File: src/rtl/br_gshare_predictor.sv
// br_gshare_predictor: gshare branch direction predictor with 2-bit counter PHT and init walker
module br_gshare_predictor #(
  parameter int INDEX_BITS = 6,
  parameter int HIST_BITS = 6
) (
  input  logic                 clk,
  input  logic                 rst,
  input  logic                 fetch_valid,
  input  logic [31:0]          fetch_pc,
  output logic                 pred_valid,
  output logic                 pred_taken,
  output logic                 pred_ready,
  input  logic                 br_update,
  input  logic                 br_taken,
  input  logic [31:0]          br_pc,
  output logic [HIST_BITS-1:0] ghr_out
);
  typedef enum logic {INIT, RUN} state_t;
  state_t state, state_nxt;
  logic [INDEX_BITS-1:0] init_idx, ghr_ext, f_idx, u_idx;
  logic [HIST_BITS-1:0] ghr;
  logic [HIST_BITS:0] ghr_shift;
  logic [1:0] pht [2**INDEX_BITS];
  logic [1:0] cnt, cnt_nxt;
  logic upd, unused_bits;
  assign ghr_out = ghr;
  assign pred_ready = state == RUN;
  assign upd = pred_ready && br_update;
  assign ghr_ext = INDEX_BITS'(ghr);
  assign ghr_shift = {ghr, br_taken};
  assign f_idx = fetch_pc[INDEX_BITS+1:2] ^ ghr_ext;
  assign u_idx = br_pc[INDEX_BITS+1:2] ^ ghr_ext;
  assign unused_bits = ^{fetch_pc[31:INDEX_BITS+2], fetch_pc[1:0], br_pc[31:INDEX_BITS+2], br_pc[1:0]};
  // Walker finishes after writing the last entry; counter saturates in both directions
  always_comb begin
    state_nxt = (state == INIT && &init_idx) ? RUN : state;
    cnt = pht[u_idx];
    cnt_nxt = br_taken ? (&cnt ? cnt : cnt + 2'd1) : (|cnt ? cnt - 2'd1 : cnt);
  end
  // Control state, history register and the registered prediction
  always_ff @(posedge clk) begin
    if (rst) begin
      state <= INIT;
      init_idx <= '0;
      ghr <= '0;
      pred_valid <= 1'b0;
      pred_taken <= 1'b0;
    end else begin
      state <= state_nxt;
      if (state == INIT) init_idx <= init_idx + INDEX_BITS'(1);
      pred_valid <= pred_ready && fetch_valid;
      pred_taken <= pred_ready && fetch_valid && pht[f_idx][1];
      if (upd) ghr <= ghr_shift[HIST_BITS-1:0];
    end
  end
  // Table storage: init walk writes weakly-not-taken, run mode writes the trained counter
  always_ff @(posedge clk) begin
    if (!rst) begin
      if (state == INIT) pht[init_idx] <= 2'b01;
      else if (upd) pht[u_idx] <= cnt_nxt;
    end
  end
endmodule
File: config.mk
export PLATFORM = sky130hd
export DESIGN_NAME = br_gshare_predictor
export DESIGN_NICKNAME = d
export VERILOG_FILES = /design/src/rtl/br_gshare_predictor.sv
export SDC_FILE = /design/constraint.sdc
export NUM_CORES = 1
export LEC_CHECK = 0
export ABC_AREA = 1
export BUFFER_PORTS_ARGS = -buffer_cell sky130_fd_sc_hd__buf_2
export CORE_UTILIZATION = 55
export CTS_CLUSTER_DIAMETER = 80
export DETAILED_ROUTE_END_ITERATION = 8
export GPL_TIMING_DRIVEN = 0
export PLACE_DENSITY = 0.76
export SETUP_SLACK_MARGIN = 0.05
export SLEW_MARGIN = 30
export SYNTH_ARGS = -nofsm -noshare
export SYNTH_HDL_FRONTEND = slang
export SYNTH_SLANG_ARGS = --single-unit
export TNS_END_PERCENT = 30
File: constraint.sdc
create_clock -name clk -period 12.4 [get_ports clk]
set_input_delay 3.1 -clock clk [delete_from_list [all_inputs] [get_ports clk]]
set_output_delay 3.1 -clock clk [all_outputs]
set_load 0.01 [all_outputs]
# Word level (Yosys, flattened, before mapping)
# Memory sizes are Yosys's and may differ from the RTL's.
# Index checks and enable logic that the tools add are counted.
# totals
wordCells	33
mem_bits_rw	128
output_inout_bits	9
inputBits	69
ff_bits	15
n_memories	1
# mem_list
memory	words	width	read_ports	rd_clocked_by_memory_dff	wr	line_no	text
pht	64	2	2	0	1	23	logic [1:0] pht [2**INDEX_BITS];
# op_classes
mux	13
addsub	3
n_reduce_logical	8
n_bitwise	3
# ops
cell	n
$xor 6x6->6	2
$mux 1	8
$mux 2	4
$add 6x1->6 const B	1
$mux 6	1
$reduce_and 6->1	1
$logic_and 1x1->1	4
$reduce_or 2->1	2
$add 2x1->2 const B	1
$reduce_and 2->1	1
$sub 2x1->2 const B	1
$not 1->1	1

# Depth between registers and ports, before layout
# Gate-level depths: netlist (run 1).
# logic_depth
word_depth	7
ltp_mapped	15
ltp_nobuf	13

# Worst setup path before layout (run 1)
# OpenSTA, ideal clock, no wires.
# synth_timing
path_kind	input port to flip-flop
start	input br_pc[2]
end	memory pht[0][1], data pin
required_time_ps	11897
path_slack_ps	6278
setup_time_ps	503
arrival_ps	5620
stages	15
path_buffers	2
cell_sequence	inv_2 -> nand2_1 -> nand2_1 -> buf_4 -> buf_6 -> nand2_1 -> nand3_1 -> nand3_1 -> nand3_1 -> nand3_1 -> nand3_1 -> nand2_1 -> nand2_1 -> inv_1 -> nor2_1
# synth_via
elab_chain_cells	6
elab_cells_between_ends	10
classes_between	2 x add/sub; 4 x mux; 1 x bitwise; 2 x reduce/logical; 1 x memory
# synth_rtl
item	line_no	text
start, declared	15	input logic [31:0] br_pc,
$xor 6x6->6 (*)	32	assign u_idx = br_pc[INDEX_BITS+1:2] ^ ghr_ext;
$mem_v2 64x2 (*)	--	
$sub 2x1->2 (tied with other cells)	38	cnt_nxt = br_taken ? (&cnt ? cnt : cnt + 2'd1) : (|cnt ? cnt - 2'd1 : cnt);
$mux 2	38	
$mux 2 (*)	38	
$mux 2 (no source line) (*)	--	
end, declared	23	
# Every way passes the cells marked *; elsewhere a longest branch is shown, timed or not.

# Worst setup path in the final report (run 1)
# layout_timing
start	input br_pc[4]
end	memory pht[5][1], data pin
# Same word-level chain as after synthesis.

==> flow_metrics.py, run 1 <==
metrics = {
    "status": {
        "outcome": "finished clean",
    },
    "drt": {
        "drtAntennaViolNets": 0,
        "viasPerCell": 6.17,
        "drt_iter0_markers": 832,
        "drt-pass1-iter-count": 5,
        "drt-total-wl_um": 22100,
        "routedWlPerCell_um": 22.5,
        "dr_total_vias": 6075,
        "drc": 0,
    },
    "synthesis": {
        "yosys_warnings": 0,
        "ys_async_sr_fraction": 0,
        "synthFlopType": "edfxtp_1",
        "syn_nets": 825,
        "synth.top_cell.area_share": 0.540,
        "synth_commonest_cells": "216 x nand2_1, 199 x nand3_1, 128 x edfxtp_1, 68 x nor2_1, 22 x inv_1",
        "synth_area_leaders": "edfxtp_1 54%, nand3_1 14%, nand2_1 11%",
        "synth_edf_count": 128,
        "ys_seq_area_frac": 0.582,
        "synth_cell_types": 36,
        "synth_top_cell_by_area": "edfxtp_1",
        "synth.most_common_cell": "nand2_1",
        "avgSynthCellArea_um2": 9.44,
        "ys_ff_latch": 143,
        "synthCells": 755,
        "synthesis.area_um2": 7120,
    },
    "floorplanning": {
        "row_count": 41,
        "initial_core_util": 0.565,
        "dieHeight_um": 116,
        "core_area_um2": 12600,
        "dieArea_um2": 13400,
        "num_io_pins": 78,
        "fp.dieW_um": 116,
    },
    "job": {
        "max_cap_violations": 0,
    },
    "critical_path": {
        "endpoint_kind": "flip-flop",
        "crit_path_start_kind": "input port",
        "path_buf_inv": 3,
        "cpLargestDelayFamily": "simple AND/OR/NAND/NOR gates",
        "crit_type": "input port to flip-flop",
        "worstPathRequired_ns": 12.67,
        "slowest_delay_ns": 0.63,
        "crit_slowest_cell": "xnor2_2",
        "arrival_ns": 5.82,
        "path_cells": "buf_2 > xnor2_2 > buf_2 > nand3_1 > nand3_1 > nand3_1 > nand3_2 > nand2_1 > nand2_1 > nand2_1 > nor2_4 > buf_16",
        "path_max_fanout": 35,
    },
    "cts": {
        "cts_num_sinks": 143,
        "cts_resized": 0,
        "postCtsSetupRepairBufs": 0,
        "cts_tree": "yes",
        "cts_buffers": 17,
        "cts_max_level": 4,
        "insertion_delay_ns": 0.44,
        "clockBufferDepth": 2,
        "cts_hold_buf": 0,
        "cts.clk_slew.worst_paths_ns": 0.06,
        "cts_root_buf": "clkbuf_16",
    },
    "cells_and_area": {
        "layout.nets": 869,
        "syn_to_final_growth_pct": 14.0,
        "n_antenna_cell": 0,
        "final_core_util": 0.643,
        "fill_cells": 1071,
        "final_layout_size_suffix_gt1_frac": 0.158,
    },
    "power": {
        "total_power_mw": 1.14,
        "power.density_nw_per_um2": 141,
        "ir_drop_mv": 0.112,
        "p_leak_nw": 3.10,
    },
    "min_path": {
        "hold_class": "flip-flop to flip-flop",
    },
    "timing": {
        "finalCriticalPeriod_ns": 5.55,
        "setup_tns_ns": 0,
        "fmax_mhz": 180,
        "timing.final.hold_violations": 0,
        "slew_violations": 0,
        "rsz0062_at_grt": "false",
        "period_share": 0.448,
        "max-slew-margin-rel": 0.455,
        "worstMarginPinSlew_ns": 0.813,
        "setup_viol": 0,
        "worst_slack_ns": 6.85,
        "clock_skew_ns": 0.0109,
    },
    "grt": {
        "grt_first_pass_wirelength_um": 32800,
        "grt_pass1_vias": 5758,
        "grt_usage": 0.354,
        "antenna_found_initial": 0,
        "overflow": 0,
        "grt_max_degree": 65,
    },
    "placed_design": {
        "post-dp-hpwl_um": 14500,
        "dp_slack_ns": 6.45,
        "gp_congestion": 0.973,
        "port_buffers": 24,
    },
}
-- cells by family (layout without fill, tap and decap cells) --
kind of cell | Yosys count | in the layout | share of synthesized area
AND/OR/NAND/NOR | 515 | 515 | 0.327
flip-flops | 143 | 143 | 0.582
buffers and inverters | 64 | 121 | 0.0453
AO/OA/AOI/OAI | 20 | 20 | 0.0223
XOR/XNOR | 12 | 12 | 0.0216
adder cells (fa/ha/maj) | 1 | 1 | 0.00176
-- path summary, 6_finish.rpt --
kind | depth (start not counted) | start | to | slack [ns]
setup / recovery | 12 | br_pc[4] | pht[5][1] | 6.85
hold / removal | 2 | ghr_out[5] | ghr_out[5] | 0.53
setup reg to reg | 11 | ghr_out[2] | pht[5][1] | 9.17
hold reg to reg | 2 | ghr_out[5] | ghr_out[5] | 0.53
-- per-stage QoR --
step           hold slack (ns)  instance area, um^2  std cells
2_1_floorplan            0.474                 7120        755
3_3_place_gp             0.499                 7460        951
3_5_place_dp             0.508                 7510        952
4_1_cts                  0.525                 8120        984
5_1_grt                  0.543                 8120        984
6_report                 0.526                 8120        984
-- sequential cells by signal, summed over array words and instances (netlist names) --
signal,count
ghr_out,6
init_idx,6
pht,128
pred_ready,1
pred_taken,1
pred_valid,1
-- power breakdown --
part,internal (mW),leakage (nW),switching (mW)
logic,0.0252,1.30,0.0644
registers,0.519,1.51,0.00111
clock network,0.319,0.291,0.213
total,0.863,3.10,0.278
-- tightest hold or removal path, delay by kind of cell (launching register included) --
| kind | cells | cell delay [ns] |
|---|---|---|
| flops | 1 | 0.34 |
| compound gates | 1 | 0.06 |
| simple gates | 1 | 0.08 |
-- cells in the final DEF (no fill, tap or decap), types with 2 or more instances in the layout --
| cell | Yosys | routed |
|---|---|---|
| clkinv_2 | 0 | 2 |
| dfxtp_1 | 15 | 15 |
| inv_6 | 0 | 5 |
| nand2_2 | 5 | 5 |
| inv_1 | 22 | 22 |
| buf_6 | 3 | 3 |
| buf_2 | 18 | 42 |
| clkbuf_16 | 0 | 17 |
| nand3_1 | 199 | 199 |
| edfxtp_1 | 128 | 128 |
| inv_2 | 6 | 6 |
| clkinv_4 | 0 | 2 |
| nand2_1 | 216 | 215 |
| nand4_2 | 8 | 8 |
| xnor2_2 | 3 | 4 |
| o21ai_4 | 3 | 3 |
| buf_4 | 8 | 8 |
| bufinv_16 | 0 | 3 |
| xnor2_1 | 6 | 5 |
| nor4_1 | 8 | 8 |
| clkinvlp_4 | 0 | 3 |
| nor3_1 | 5 | 5 |
| nor2_1 | 68 | 67 |
| nor2_4 | 1 | 2 |
| clkbuf_1 | 3 | 3 |
| a21oi_1 | 6 | 6 |
| inv_4 | 3 | 3 |
| o21ai_2 | 2 | 2 |
| nand2_4 | 2 | 3 |
| a211oi_1 | 3 | 3 |
| nand3_2 | 3 | 3 |
-- final cells by class --
class	count	area (um^2)	share of cell area
inverter	31	124	0.0153
tap	172	215	0.0265
multi-input combinational	548	2680	0.330
buffer	33	199	0.0245
clock inverter	15	184	0.0227
clock buffer	17	425	0.0524
timing repair buffer	25	148	0.0182
sequential	143	4140	0.510
-- per-layer routing --
layer	GRT usage	vias to the layer above	part of all wire
met5	0	-	0
met4	0.219	0	0.048
met3	0.0921	90	0.11
met2	0.533	400	0.46
met1	0.461	2864	0.38
li1	-	2721	-
(Power assumes the default switching activity.)
==> run 2, diff against run 1 <==
--- a/config.mk
+++ b/config.mk
@@ -7,7 +7,7 @@
 export LEC_CHECK = 0
 export ABC_AREA = 1
 export BUFFER_PORTS_ARGS = -buffer_cell sky130_fd_sc_hd__buf_2
-export CORE_UTILIZATION = 55
+export CORE_UTILIZATION = 53
 export CTS_CLUSTER_DIAMETER = 80
 export DETAILED_ROUTE_END_ITERATION = 8
 export GPL_TIMING_DRIVEN = 0
==> constraint.sdc (replaced) <==
create_clock -name clk -period 4.5 [get_ports clk]
set_input_delay 1.125 -clock clk [delete_from_list [all_inputs] [get_ports clk]]
set_output_delay 1.125 -clock clk [all_outputs]
set_load 0.01 [all_outputs]
==> flow_metrics.py, run 2 (same netlist as run 1, synthesis figures left out) <==
metrics = {
    "status": {
        "outcome": "finished clean",
    },
    "timing": {
        "hold_ws_ns": 0.527,
        "fmax_mhz": 289,
        "rsz0062_at_grt": "false",
        "period_share": 0.768,
        "slew_violations": 0,
        "timing.final.hold_violations": 0,
        "clock_skew_ns": 0.00692,
        "worstMarginPinSlew_ns": 0.732,
        "max-slew-margin-rel": 0.508,
        "setup_viol": 0,
        "finalCriticalPeriod_ns": 3.45,
    },
    "drt": {
        "met2WireLength_um": 10400,
        "drt_iter0_markers": 1021,
        "routedWlPerCell_um": 22.5,
        "wl_met1_um": 8210,
        "drt-pass1-iter-count": 6,
        "highest_layer": "met4",
        "met3WireLength_um": 2690,
        "drt-total-wl_um": 22200,
        "drc": 0,
        "dr_total_vias": 6061,
        "viasPerCell": 6.15,
        "drtAntennaViolNets": 0,
    },
    "cells_and_area": {
        "final_layout_size_suffix_gt1_frac": 0.156,
        "layout.cells.most_common_list": "215 x nand2_1, 199 x nand3_1, 128 x edfxtp_1",
        "n_antenna_cell": 0,
        "top_register": "pht",
        "layout.nets": 870,
        "largest_reg_flops": 128,
        "layout_commonest_cell": "nand2_1",
        "syn_to_final_growth_pct": 14.3,
        "finalNonFillerCells": 985,
    },
    "cts": {
        "cts.clk_slew.worst_paths_ns": 0.06,
        "cts_max_level": 4,
        "clockBufferDepth": 2,
        "cts_root_buf": "clkbuf_16",
        "postCtsSetupRepairBufs": 0,
        "cts_resized": 0,
        "cts_num_sinks": 143,
        "cts_hold_buf": 0,
        "cts_tree": "yes",
        "cts_buffers": 17,
        "insertion_delay_ns": 0.43,
    },
    "critical_path": {
        "r2r_end": "pht[55][0]",
        "arrival_ns": 3.59,
        "regToRegSetupSlack_ns": 1.41,
        "worstPathRequired_ns": 4.64,
        "crit_type": "input port to flip-flop",
        "path_max_fanout": 64,
        "crit_path_start_kind": "input port",
        "endpoint_kind": "flip-flop",
        "r2r-start": "ghr_out[2]",
        "r2r_cells": 10,
    },
    "power": {
        "ir_drop_mv": 0.300,
        "power_frac_seq": 0.455,
        "swShare": 0.230,
        "p_comb_frac": 0.079,
        "p_leak_nw": 3.11,
        "power.density_nw_per_um2": 387,
        "switchingPower_uw": 726,
        "pwr-share-clk": 0.467,
        "intPower_mw": 2.42,
    },
    "min_path": {
        "hold_depth": 2,
        "min-delay-start": "init_idx[0]",
        "hold_class": "flip-flop to flip-flop",
        "hold_path_end": "init_idx[0]",
    },
    "placed_design": {
        "post-dp-hpwl_um": 14600,
        "dp_cells": 953,
        "gp_congestion": 1.02,
        "port_buffers": 24,
    },
    "floorplanning": {
        "dieHeight_um": 118,
        "fp.dieW_um": 118,
        "core_area_um2": 12900,
        "num_io_pins": 78,
        "dieArea_um2": 13900,
        "row_count": 41,
        "initial_core_util": 0.553,
    },
    "job": {
        "max_cap_violations": 0,
    },
    "grt": {
        "grt_first_pass_wirelength_um": 33400,
        "overflow": 0,
        "grt_pass1_vias": 5864,
        "grt_usage": 0.332,
        "antenna_found_initial": 0,
        "grt_max_degree": 65,
    },
}
[run 2: cell types whose count changed in the layout (fill, tap and decap cells not counted), sizes merged]
cell    before  now
buf         55   56
bufinv       3    4
clkbuf      20   21
clkinv       4    6
inv         36   32
[run 2: area by class of cell]
cell class              count  area (um^2)
plain buffers              33          199
clock buffers              18          429
clock inverters            14          191
fillers                  1049         4730
inverters                  31          124
multi-input cells         548         2680
flip-flops and latches    143         4140
well taps                 172          215
repair buffers             26          163
[run 2: worst max path at each step]
stage                 endpoint  cells after the start      from
finish              pht[55][0]                     11  br_pc[4]
global route        pht[27][1]                     12  br_pc[4]
CTS                 pht[55][0]                     11  br_pc[4]
detailed placement  pht[28][0]                     11  br_pc[4]
global placement    pht[48][1]                     11  br_pc[4]
floorplan            pht[0][1]                     15  br_pc[2]
[run 2: power groups by stage]
stage | logic (mW) | registers, mW | clock network (mW)
6_report | 0.247 | 1.43 | 1.47
5_1_grt | 0.259 | 1.43 | 1.52
4_1_cts | 0.239 | 1.43 | 1.47
3_5_place_dp | 0.238 | 1.46 | 0
3_3_place_gp | 0.232 | 1.46 | 0
2_1_floorplan | 0.151 | 1.46 | 0
[run 2: stage by stage]
stage	TNS, ns	util	power (mW)	instance area [um^2]	worst slack (ns)
2_1_floorplan	0	-	1.61	7120	0.353
3_3_place_gp	-147.87	0.579	1.69	7460	-1.90
3_5_place_dp	0	0.584	1.70	7520	0.646
4_1_cts	0	0.633	3.14	8150	1.07
5_1_grt	0	0.633	3.22	8150	0.928
6_report	0	0.633	3.15	8150	1.05
[run 2: worst max-delay path, cell delays in order]
cell and delay (ns):
buf_2 0.11, xnor2_2 0.53, inv_2 0.31, buf_4 0.28
nand3_1 0.14, nand3_1 0.11, nand3_1 0.14, nand3_2 0.10
nand3_1 0.09, nand3_1 0.11, nand2_4 0.49
[run 2: routing by layer]
layer  track usage  vias to the layer above
li1              -                     2715
met1         0.425                     2851
met2         0.521                      421
met3        0.0916                       74
met4         0.159                        0
met5             0                        -
==> run 3, diff against run 2 <==
==> constraint.sdc (replaced) <==
create_clock -name clk -period 2.8 [get_ports clk]
set_input_delay 0.7 -clock clk [delete_from_list [all_inputs] [get_ports clk]]
set_output_delay 0.7 -clock clk [all_outputs]
set_load 0.01 [all_outputs]
==> flow_metrics.py, run 3 (same netlist as run 1, synthesis figures left out) <==
metrics = {
    "status": {
        "outcome": "finished clean",
    },
    "grt": {
        "grt_max_degree": 33,
        "antenna_found_initial": 0,
        "grt_pass1_vias": 5971,
        "grt_first_pass_wirelength_um": 33900,
        "grt_usage": 0.339,
        "overflow": 0,
    },
    "cts": {
        "cts_hold_buf": 0,
        "cts_root_buf": "clkbuf_16",
        "cts.clk_slew.worst_paths_ns": 0.07,
        "cts_buffers": 17,
        "insertion_delay_ns": 0.43,
        "cts_tree": "yes",
        "cts_max_level": 4,
        "clockBufferDepth": 2,
        "cts_num_sinks": 143,
    },
    "floorplanning": {
        "dieArea_um2": 13900,
        "fp.dieW_um": 118,
        "core_area_um2": 12900,
        "initial_core_util": 0.553,
        "num_io_pins": 78,
        "row_count": 41,
        "dieHeight_um": 118,
    },
    "critical_path": {
        "crit_start": "br_pc[4]",
        "worstPathRequired_ns": 2.94,
        "endpoint_kind": "flip-flop",
        "cpMostUsedCell": "nand3_1",
        "cpLargestDelayFamily": "simple AND/OR/NAND/NOR gates",
        "r2r-start": "ghr_out[2]",
        "crit_slowest_cell": "xnor2_4",
        "regToRegSetupSlack_ns": 0.15,
        "r2r_cells": 10,
        "crit_type": "input port to flip-flop",
        "path_max_fanout": 16,
        "path_buf_inv": 3,
        "slowest_delay_ns": 0.39,
        "critPathCapture": "pht[58][0]",
        "arrival_ns": 2.83,
        "r2r_end": "pht[58][0]",
        "path_cells": "buf_2 > xnor2_4 > buf_2 > nand3_1 > nand3_1 > nand3_1 > nand3_2 > nand2_1 > a21boi_4 > buf_12 > nand2_4",
        "crit_path_start_kind": "input port",
        "path_depth": 11,
    },
    "drt": {
        "drt-total-wl_um": 23200,
        "drc": 0,
        "drt-pass1-iter-count": 6,
        "viasPerCell": 6.31,
        "dr_total_vias": 6252,
        "drt_iter0_markers": 940,
        "drtAntennaViolNets": 0,
        "routedWlPerCell_um": 23.4,
    },
    "min_path": {
        "hold_class": "flip-flop to flip-flop",
        "hold_depth": 2,
    },
    "cells_and_area": {
        "layout.cells.most_common_list": "214 x nand2_1, 197 x nand3_1, 128 x edfxtp_1",
        "top_register": "pht",
        "layout.nets": 876,
        "final_layout_size_suffix_gt1_frac": 0.171,
        "layout_commonest_cell": "nand2_1",
        "largest_reg_flops": 128,
        "finalInstanceArea_um2": 8280,
        "syn_to_final_growth_pct": 16.3,
        "n_antenna_cell": 0,
    },
    "timing": {
        "max-slew-margin-rel": 0.508,
        "timing.final.hold_violations": 0,
        "hold_ws_ns": 0.518,
        "rsz0062_at_grt": "false",
        "worstMarginPinSlew_ns": 0.734,
        "period_share": 0.959,
        "finalCriticalPeriod_ns": 2.69,
        "setup_viol": 0,
        "fmax_mhz": 372,
        "slew_violations": 0,
        "clock_skew_ns": 0.00894,
    },
    "power": {
        "pwr-share-clk": 0.441,
        "p_leak_nw": 3.14,
        "power_frac_seq": 0.471,
        "p_comb_frac": 0.088,
        "swShare": 0.267,
        "switchingPower_mw": 1.30,
        "intPower_mw": 3.58,
        "ir_drop_mv": 0.473,
        "power.density_nw_per_um2": 589,
    },
    "placed_design": {
        "port_buffers": 24,
        "post-dp-hpwl_um": 14700,
        "gp_congestion": 0.982,
        "placed_cell_area_um2": 7540,
    },
    "job": {
        "max_cap_violations": 0,
    },
}
-- run 3: through the flow --
step           setup TNS [ns]  power, mW  setup slack (ns)   util  instances
2_1_floorplan           -1.32       2.59           -0.0206      -        755
3_3_place_gp          -177.40       2.72             -1.64  0.580        951
3_5_place_dp           -77.23       2.73            -0.624  0.585        953
4_1_cts                     0       4.84            0.0429  0.632        986
5_1_grt                     0       4.98            0.0760  0.643        991
6_report                    0       4.88             0.114  0.643        991
-- run 3: per-layer routing --
layer  routed length (um)  share of wire  up-vias  GRT usage
met5                   55         0.0024        -     0.0294
met1                 8520           0.37     2936      0.430
met4                  983          0.042        2      0.193
met2                10600           0.46      479      0.517
met3                 3060           0.13      102     0.0974
li1                     -              -     2733          -
-- run 3: tightest hold or removal path, stage by stage, from the launching register on --
cell	delay [ns]
dfxtp_1	0.33
nor2_1	0.10
nor3_1	0.05
-- run 3: final cells by class --
| class | instances | area (um^2) |
|---|---|---|
| Clock buffer | 17 | 425 |
| Multi-Input combinational cell | 551 | 2800 |
| Timing Repair Buffer | 29 | 210 |
| Tap cell | 172 | 215 |
| Inverter | 31 | 124 |
| Fill cell | 1061 | 4590 |
| Buffer | 33 | 231 |
| Clock inverter | 15 | 128 |
| Sequential cell | 143 | 4150 |
-- run 3: power by group through the flow --
stage	combinational (mW)	sequential, mW	clock, mW
after CTS	0.392	2.30	2.15
after global routing	0.443	2.30	2.23
after detailed placement	0.382	2.35	0
after global placement	0.373	2.35	0
final	0.427	2.30	2.15
after floorplan	0.244	2.35	0
-- run 3: worst min path at each step --
stage | from | end | slack, ns
CTS | init_idx[0] | init_idx[0] | 0.52
floorplan | init_idx[5] | pred_ready | 0.47
global placement | init_idx[0] | init_idx[0] | 0.50
global route | fetch_valid | pred_valid | 0.54
finish | init_idx[0] | init_idx[0] | 0.52
detailed placement | init_idx[0] | init_idx[0] | 0.50
-- run 3: repair_timing --
| item | in CTS | in global routing |
|---|---|---|
| cloned | 1 | 2 |
| buffers inserted | 0 | 3 |
| gates resized for setup | 5 | 24 |
| hold endpoints to repair | 0 | 0 |
| setup endpoints to repair | 122 | 128 |
| pin swaps | 1 | 5 |
